--- src/rtl/ps2_kbd_pkg.sv ---
// Shared types and constants for the PS/2 keyboard decoder.
package ps2_kbd_pkg;

  // Frame receiver states
  typedef enum logic [1:0] {
    IDLE  = 2'd0,
    SHIFT = 2'd1,
    CHECK = 2'd2
  } rx_state_e;

  localparam logic [7:0] PS2_PFX_EXT   = 8'hE0;
  localparam logic [7:0] PS2_PFX_BRK   = 8'hF0;
  localparam logic [7:0] PS2_PFX_PAUSE = 8'hE1;
  localparam logic [2:0] PS2_PAUSE_LEN = 3'd7;

  // One decoded key event; rel marks a break (key release)
  typedef struct packed {
    logic       ext;
    logic       rel;
    logic [7:0] code;
  } kbd_evt_t;

  // Odd parity: data bits plus parity bit must contain an odd number of ones
  function automatic logic odd_parity_ok(input logic [7:0] data, input logic par);
    return (^data) ^ par;
  endfunction

endpackage

--- src/rtl/ps2_frame_rx.sv ---
// PS/2 frame receiver: falling-edge detect on the (already clk_sys-synchronous)
// PS/2 clock, 11-bit frame deserialiser and stalled-frame timeout.
module ps2_frame_rx
  import ps2_kbd_pkg::*;
#(
  parameter int TIMEOUT_CYC = 20000
) (
  input  logic       clk_sys,
  input  logic       reset,
  input  logic       ps2_kbd_clk,
  input  logic       ps2_kbd_data,
  output logic [7:0] rx_byte,
  output logic       byte_stb,
  output logic       err_stb
);

  localparam int CNT_W = $clog2(TIMEOUT_CYC + 1);
  localparam logic [CNT_W-1:0] TIMEOUT_LAST = CNT_W'(TIMEOUT_CYC - 1);

  rx_state_e        state_r;
  rx_state_e        state_s;
  logic             clk_q_r;
  logic [7:0]       sr_r;
  logic [3:0]       bit_cnt_r;
  logic             par_r;
  logic             stop_r;
  logic [CNT_W-1:0] idle_cnt_r;
  logic             fall_s;
  logic             timeout_s;
  logic             frame_ok_s;

  assign fall_s     = clk_q_r & ~ps2_kbd_clk;
  assign timeout_s  = (state_r == SHIFT) & ~fall_s & (idle_cnt_r == TIMEOUT_LAST);
  assign frame_ok_s = odd_parity_ok(sr_r, par_r) & stop_r;
  assign rx_byte    = sr_r;

  // State register
  always_ff @(posedge clk_sys) begin
    if (reset) begin
      state_r <= IDLE;
    end else begin
      state_r <= state_s;
    end
  end

  // Next-state logic
  always_comb begin
    state_s = state_r;
    case (state_r)
      IDLE: begin
        if (fall_s && !ps2_kbd_data) begin
          state_s = SHIFT;
        end else begin
          state_s = IDLE;
        end
      end
      SHIFT: begin
        if (fall_s && (bit_cnt_r == 4'd9)) begin
          state_s = CHECK;
        end else if (timeout_s) begin
          state_s = IDLE;
        end else begin
          state_s = SHIFT;
        end
      end
      CHECK:   state_s = IDLE;
      default: state_s = IDLE;
    endcase
  end

  // Strobe outputs: byte on a good frame, error on bad start/parity/stop or stall
  always_comb begin
    byte_stb = 1'b0;
    err_stb  = 1'b0;
    case (state_r)
      IDLE: begin
        if (fall_s && ps2_kbd_data) begin
          err_stb = 1'b1;
        end else begin
          err_stb = 1'b0;
        end
      end
      SHIFT: err_stb = timeout_s;
      CHECK: begin
        byte_stb = frame_ok_s;
        err_stb  = ~frame_ok_s;
      end
      default: begin
        byte_stb = 1'b0;
        err_stb  = 1'b0;
      end
    endcase
  end

  // Edge detector, shift register, bit counter and stall counter
  always_ff @(posedge clk_sys) begin
    if (reset) begin
      clk_q_r    <= 1'b0;
      sr_r       <= 8'h00;
      bit_cnt_r  <= 4'd0;
      par_r      <= 1'b0;
      stop_r     <= 1'b0;
      idle_cnt_r <= {CNT_W{1'b0}};
    end else begin
      clk_q_r <= ps2_kbd_clk;
      case (state_r)
        IDLE: begin
          bit_cnt_r  <= 4'd0;
          idle_cnt_r <= {CNT_W{1'b0}};
        end
        SHIFT: begin
          if (fall_s) begin
            idle_cnt_r <= {CNT_W{1'b0}};
            bit_cnt_r  <= bit_cnt_r + 4'd1;
            case (bit_cnt_r)
              4'd8:    par_r  <= ps2_kbd_data;
              4'd9:    stop_r <= ps2_kbd_data;
              default: sr_r   <= {ps2_kbd_data, sr_r[7:1]};
            endcase
          end else if (timeout_s) begin
            bit_cnt_r  <= 4'd0;
            idle_cnt_r <= {CNT_W{1'b0}};
          end else begin
            idle_cnt_r <= idle_cnt_r + CNT_W'(1);
          end
        end
        default: begin
          idle_cnt_r <= {CNT_W{1'b0}};
        end
      endcase
    end
  end

endmodule

--- src/rtl/ps2_kbd_decoder.sv ---
// PS/2 keyboard decoder: frame receiver, E0/F0/E1 prefix folding and a
// valid/ready event output. Define PS2_KBD_FIFO_EN to replace the single
// output register by a FIFO_DEPTH-entry event FIFO.
module ps2_kbd_decoder
  import ps2_kbd_pkg::*;
#(
  parameter int TIMEOUT_CYC = 20000
`ifdef PS2_KBD_FIFO_EN
  ,
  parameter int FIFO_DEPTH  = 4
`endif
) (
  input  logic       clk_sys,
  input  logic       reset,
  input  logic       ps2_kbd_clk,
  input  logic       ps2_kbd_data,
  output logic       key_valid,
  input  logic       key_ready,
  output logic [7:0] key_code,
  output logic       key_ext,
  output logic       key_release,
  output logic       frame_err,
  output logic       overrun
);

  logic [7:0] rx_byte_s;
  logic       byte_stb_s;
  logic       err_stb_s;
  logic       ext_pend_r;
  logic       brk_pend_r;
  logic [2:0] pause_cnt_r;
  logic       emit_s;
  kbd_evt_t   evt_s;
  logic       frame_err_r;
  logic       overrun_r;

  ps2_frame_rx #(.TIMEOUT_CYC(TIMEOUT_CYC)) u_rx (
    .clk_sys      (clk_sys),
    .reset        (reset),
    .ps2_kbd_clk  (ps2_kbd_clk),
    .ps2_kbd_data (ps2_kbd_data),
    .rx_byte      (rx_byte_s),
    .byte_stb     (byte_stb_s),
    .err_stb      (err_stb_s)
  );

  // Decide whether the received byte produces a key event
  always_comb begin
    emit_s = 1'b0;
    evt_s  = {1'b0, 1'b0, 8'h00};
    if (byte_stb_s) begin
      if (pause_cnt_r != 3'd0) begin
        if (pause_cnt_r == 3'd1) begin
          emit_s = 1'b1;
          evt_s  = {1'b0, 1'b0, PS2_PFX_PAUSE};
        end else begin
          emit_s = 1'b0;
        end
      end else if ((rx_byte_s == PS2_PFX_EXT) || (rx_byte_s == PS2_PFX_BRK) ||
                   (rx_byte_s == PS2_PFX_PAUSE)) begin
        emit_s = 1'b0;
      end else begin
        emit_s = 1'b1;
        evt_s  = {ext_pend_r, brk_pend_r, rx_byte_s};
      end
    end else begin
      emit_s = 1'b0;
    end
  end

  // Prefix flags and pause-sequence swallow counter
  always_ff @(posedge clk_sys) begin
    if (reset) begin
      ext_pend_r  <= 1'b0;
      brk_pend_r  <= 1'b0;
      pause_cnt_r <= 3'd0;
    end else if (byte_stb_s) begin
      if (pause_cnt_r != 3'd0) begin
        pause_cnt_r <= pause_cnt_r - 3'd1;
      end else begin
        case (rx_byte_s)
          PS2_PFX_EXT:   ext_pend_r  <= 1'b1;
          PS2_PFX_BRK:   brk_pend_r  <= 1'b1;
          PS2_PFX_PAUSE: pause_cnt_r <= PS2_PAUSE_LEN;
          default: begin
            ext_pend_r <= 1'b0;
            brk_pend_r <= 1'b0;
          end
        endcase
      end
    end
  end

  // Registered frame error pulse, aligned with the event output stage
  always_ff @(posedge clk_sys) begin
    if (reset) begin
      frame_err_r <= 1'b0;
    end else begin
      frame_err_r <= err_stb_s;
    end
  end

  assign frame_err = frame_err_r;
  assign overrun   = overrun_r;

`ifdef PS2_KBD_FIFO_EN
  localparam int PTR_W = $clog2(FIFO_DEPTH);

  kbd_evt_t       mem_r [FIFO_DEPTH];
  logic [PTR_W:0] wr_ptr_r;
  logic [PTR_W:0] rd_ptr_r;
  logic           empty_s;
  logic           full_s;
  logic           pop_s;
  logic           push_s;
  kbd_evt_t       head_s;

  assign empty_s = (wr_ptr_r == rd_ptr_r);
  assign full_s  = (wr_ptr_r[PTR_W] != rd_ptr_r[PTR_W]) &&
                   (wr_ptr_r[PTR_W-1:0] == rd_ptr_r[PTR_W-1:0]);
  assign pop_s   = ~empty_s & key_ready;
  assign push_s  = emit_s & (~full_s | pop_s);
  assign head_s  = mem_r[rd_ptr_r[PTR_W-1:0]];

  // Event FIFO storage, pointers and sticky overrun
  always_ff @(posedge clk_sys) begin
    if (reset) begin
      wr_ptr_r  <= {(PTR_W+1){1'b0}};
      rd_ptr_r  <= {(PTR_W+1){1'b0}};
      overrun_r <= 1'b0;
      for (int i = 0; i < FIFO_DEPTH; i++) begin
        mem_r[i] <= {1'b0, 1'b0, 8'h00};
      end
    end else begin
      if (push_s) begin
        mem_r[wr_ptr_r[PTR_W-1:0]] <= evt_s;
        wr_ptr_r <= wr_ptr_r + {{PTR_W{1'b0}}, 1'b1};
      end
      if (pop_s) begin
        rd_ptr_r <= rd_ptr_r + {{PTR_W{1'b0}}, 1'b1};
      end
      if (emit_s && full_s && !pop_s) begin
        overrun_r <= 1'b1;
      end
    end
  end

  assign key_valid   = ~empty_s;
  assign key_code    = head_s.code;
  assign key_ext     = head_s.ext;
  assign key_release = head_s.rel;
`else
  kbd_evt_t evt_r;
  logic     key_valid_r;
  logic     accept_s;

  assign accept_s = key_valid_r & key_ready;

  // Single output register; a new event while one is pending and not accepted is dropped
  always_ff @(posedge clk_sys) begin
    if (reset) begin
      evt_r       <= {1'b0, 1'b0, 8'h00};
      key_valid_r <= 1'b0;
      overrun_r   <= 1'b0;
    end else if (emit_s) begin
      if (!key_valid_r || accept_s) begin
        evt_r       <= evt_s;
        key_valid_r <= 1'b1;
      end else begin
        overrun_r <= 1'b1;
      end
    end else if (accept_s) begin
      key_valid_r <= 1'b0;
    end
  end

  assign key_valid   = key_valid_r;
  assign key_code    = evt_r.code;
  assign key_ext     = evt_r.ext;
  assign key_release = evt_r.rel;
`endif

endmodule

--- config.mk ---
export PLATFORM = sky130hd
export DESIGN_NAME = ps2_kbd_decoder
export DESIGN_NICKNAME = d
export VERILOG_FILES = /design/src/rtl/ps2_kbd_pkg.sv /design/src/rtl/ps2_frame_rx.sv /design/src/rtl/ps2_kbd_decoder.sv
export SDC_FILE = /design/constraint.sdc
export NUM_CORES = 1
export LEC_CHECK = 0
export CORE_ASPECT_RATIO = 1.5
export CORE_MARGIN = 2
export CORE_UTILIZATION = 60
export DETAILED_ROUTE_END_ITERATION = 16
export PLACE_DENSITY = 0.81
export SLEW_MARGIN = 20
export SYNTH_ARGS = -nofsm -noshare
export SYNTH_HDL_FRONTEND = slang
export SYNTH_SLANG_ARGS = --single-unit
export TNS_END_PERCENT = 5
--- constraint.sdc ---
create_clock -name clk_sys -period 3.8 [get_ports clk_sys]
set_clock_uncertainty 0.15 [all_clocks]
set_input_delay 0.76 -clock clk_sys [delete_from_list [all_inputs] [get_ports clk_sys]]
set_output_delay 0.76 -clock clk_sys [all_outputs]
set_load 0.05 [all_outputs]
==> metrics.txt <==
Hold Path Class=reg2reg; io pins=18; ant diodes=0; fraction of registers with async set/reset=0; initial antenna violation count=0; CP Class=reg2reg; clk sinks=50; CTS buffer count=5; CTS Hold Bufs=0; yosys warns=0; synthesized area per cell=about 9.0 um2; EDFF count, synth=0; total net switching power=between 150 and 200 uW; hpwl dp=between 3 and 4 mm; WP data required=just under 4 ns; level count of the clock H-tree=2; row count=28; vias in the first global route=roughly 1800; Die H=81.46 um; largest cells by area after synthesis=dfxtp_1 42%, ha_1 6.8%, nor2_1 5.9%, mux2i_1 4.2%, nand4_1 3.4%; final setup margin=roughly 1.4 ns; Comb power frac=0.024; WL final=between 4 and 5 mm; Seq pwr share=0.605; initial core utilization=0.6171; slew margin rel.=0.6223; Clk network pwr share=0.371; fin crit period=2.440 ns; Final Non-Filler Cells=328; Worst Setup Start Kind=flop; Syn Inst Count=about 270; Core Util, Final=0.6911; DRC Markers=0; Setup Fix Bufs, Post-CTS=0; chip width=about 56 um; Core ar.=3889 um2; number of max-cap violations=0; crit path DAT=~2.5 ns; largest net degree at the start of global routing=22; post-DR vias/cell=roughly 5.8; average wire per standard cell=around 14 um; Commonest cells post-synth=50 x dfxtp_1, 38 x nor2_1, 16 x a21oi_1, 16 x nand2_1; GRT Resource Usage Total=0.2149; final setup fails=0; CTS tree=done; Synth area leader=dfxtp_1; clock-pin slew on the worst setup and hold paths=roughly 0.090 ns; initial DRC count=60; grt ovf=0; most frequent cell after synthesis=dfxtp_1; root buf cell=clkbuf_8; cell count after placement=320; Slew Viols, Final=0; area of the mapped netlist=about 2400 um2; Bufs on Longest Clock Path=2; Final Hold Fails=0; CP Capture Type=flop; Syn Nets=284; Final Wtd Congestion=just over 0.8; power density over the cells=roughly 320 nW/um2; global-route wire length before repair=about 7.7 mm; share of cells above drive strength 1=0.05654; final setup TNS=0 ns; worst skew pair latency=0.31 ns; dominant synthesized flop cell=dfxtp_1; worst hold slack=0.3084 ns; internal power=680.2 uW; post-CTS sizing=0; fin nets=300; Yosys cell types=44; Slew @ Worst Pin=0.5606 ns; DRT Pass-1 Iters=4; Synth top area share=0.4171; RSZ-0062 raised after global routing=no; die area=between 4000 and 5000 um2; post-synthesis sequential element count=50; multi-input logic area=about 1300 um2; antenna-violating nets left=0; Worst VDD drop=between 0.0002 and 0.0003 V; fmax=409.8 MHz; I/O Buffers=17; Leak=0.9989 nW; pre-CTS setup slack=roughly 1.2 ns; via count=between 1500 and 2000; status=complete, no violations; fillcell total=roughly 310; Sw Ratio=0.2169; sequential cell area=approximately 1000 um2; Worst Path Max Fanout=8; sequential area share after synthesis=0.4171; fin crit share=0.6422; area grow syn2layout=11.99%
==> logic make-up after synthesis <==
group | synth area share
simple gates | 0.2226
flops | 0.4171
compound gates | 0.1371
buf+inv | 0.03441
xor+xnor | 0.07925
fa+ha+maj | 0.06778
mux | 0.04171
==> power by group through the flow <==
stage | combinational (mW) | clock, mW | sequential (mW)
floorplan | 0.0122 | 0 | 0.539
global placement | 0.0205 | 0 | 0.538
detailed placement | 0.0210 | 0 | 0.538
CTS | 0.0210 | 0.326 | 0.526
global route | 0.0231 | 0.343 | 0.526
finish | 0.0207 | 0.322 | 0.526
==> critical path: stages, from the launching register on <==
cell     delay [ns]
dfxtp_1        0.42
inv_1          0.06
ha_1           0.31
xnor3_2        0.43
xnor2_4        0.20
nor2_1         0.47
nand4_1        0.17
a21oi_1        0.16
==> per-layer routing <==
layer,track usage,vias to the layer above,part of all wire
met5,0,-,0
met4,0.09024,0,0.015
met3,0.03780,6,0.030
met2,0.4179,31,0.53
met1,0.2260,902,0.42
li1,-,968,-
==> per-stage QoR <==
stage / cell area (um2) / total power [mW]
floorplan: 2400 / 0.5508
global placement: 2596 / 0.5586
detailed placement: 2596 / 0.5591
CTS: 2688 / 0.8724
global route: 2688 / 0.8923
finish: 2688 / 0.8686
==> area by class of cell <==
cell class / instances / area share
Inverter: 12 / 0.01676
Clock buffer: 7 / 0.03212
Timing Repair Buffer: 18 / 0.06611
Multi-Input combinational cell: 195 / 0.4898
Sequential cell: 50 / 0.3724
Clock inverter: 1 / 0.001862
Tap cell: 45 / 0.02095
==> final timing paths <==
check,from,to,slack [ns],cells after the start
max,u_rx.rx_byte[4],key_code[4],1.36,7
max reg2reg,u_rx.rx_byte[4],key_code[4],1.36,7
min,u_rx.idle_cnt_r[0],u_rx.idle_cnt_r[0],0.31,1
min reg2reg,u_rx.idle_cnt_r[0],u_rx.idle_cnt_r[0],0.31,1
==> registers in the layout, indices dropped and copies added (netlist names), 2 cells and up <==
register / cells
u_rx.state_r: 2
u_rx.idle_cnt_r: 15
u_rx.rx_byte: 8
key_code: 8
u_rx.bit_cnt_r: 4
pause_cnt_r: 3
==> cell usage in the layout, fill, tap and decap left out, drive strengths merged, types with 9 or more instances in the layout <==
master and instances:
a21oi 16, clkdlybuf4s50 17, dfxtp 50, ha 13
inv 12, mux2i 10, nand2 16, nand4 13
nor2 38, o21ai 13, xor2 9
Note: power is estimated with default switching activity, not from simulation.
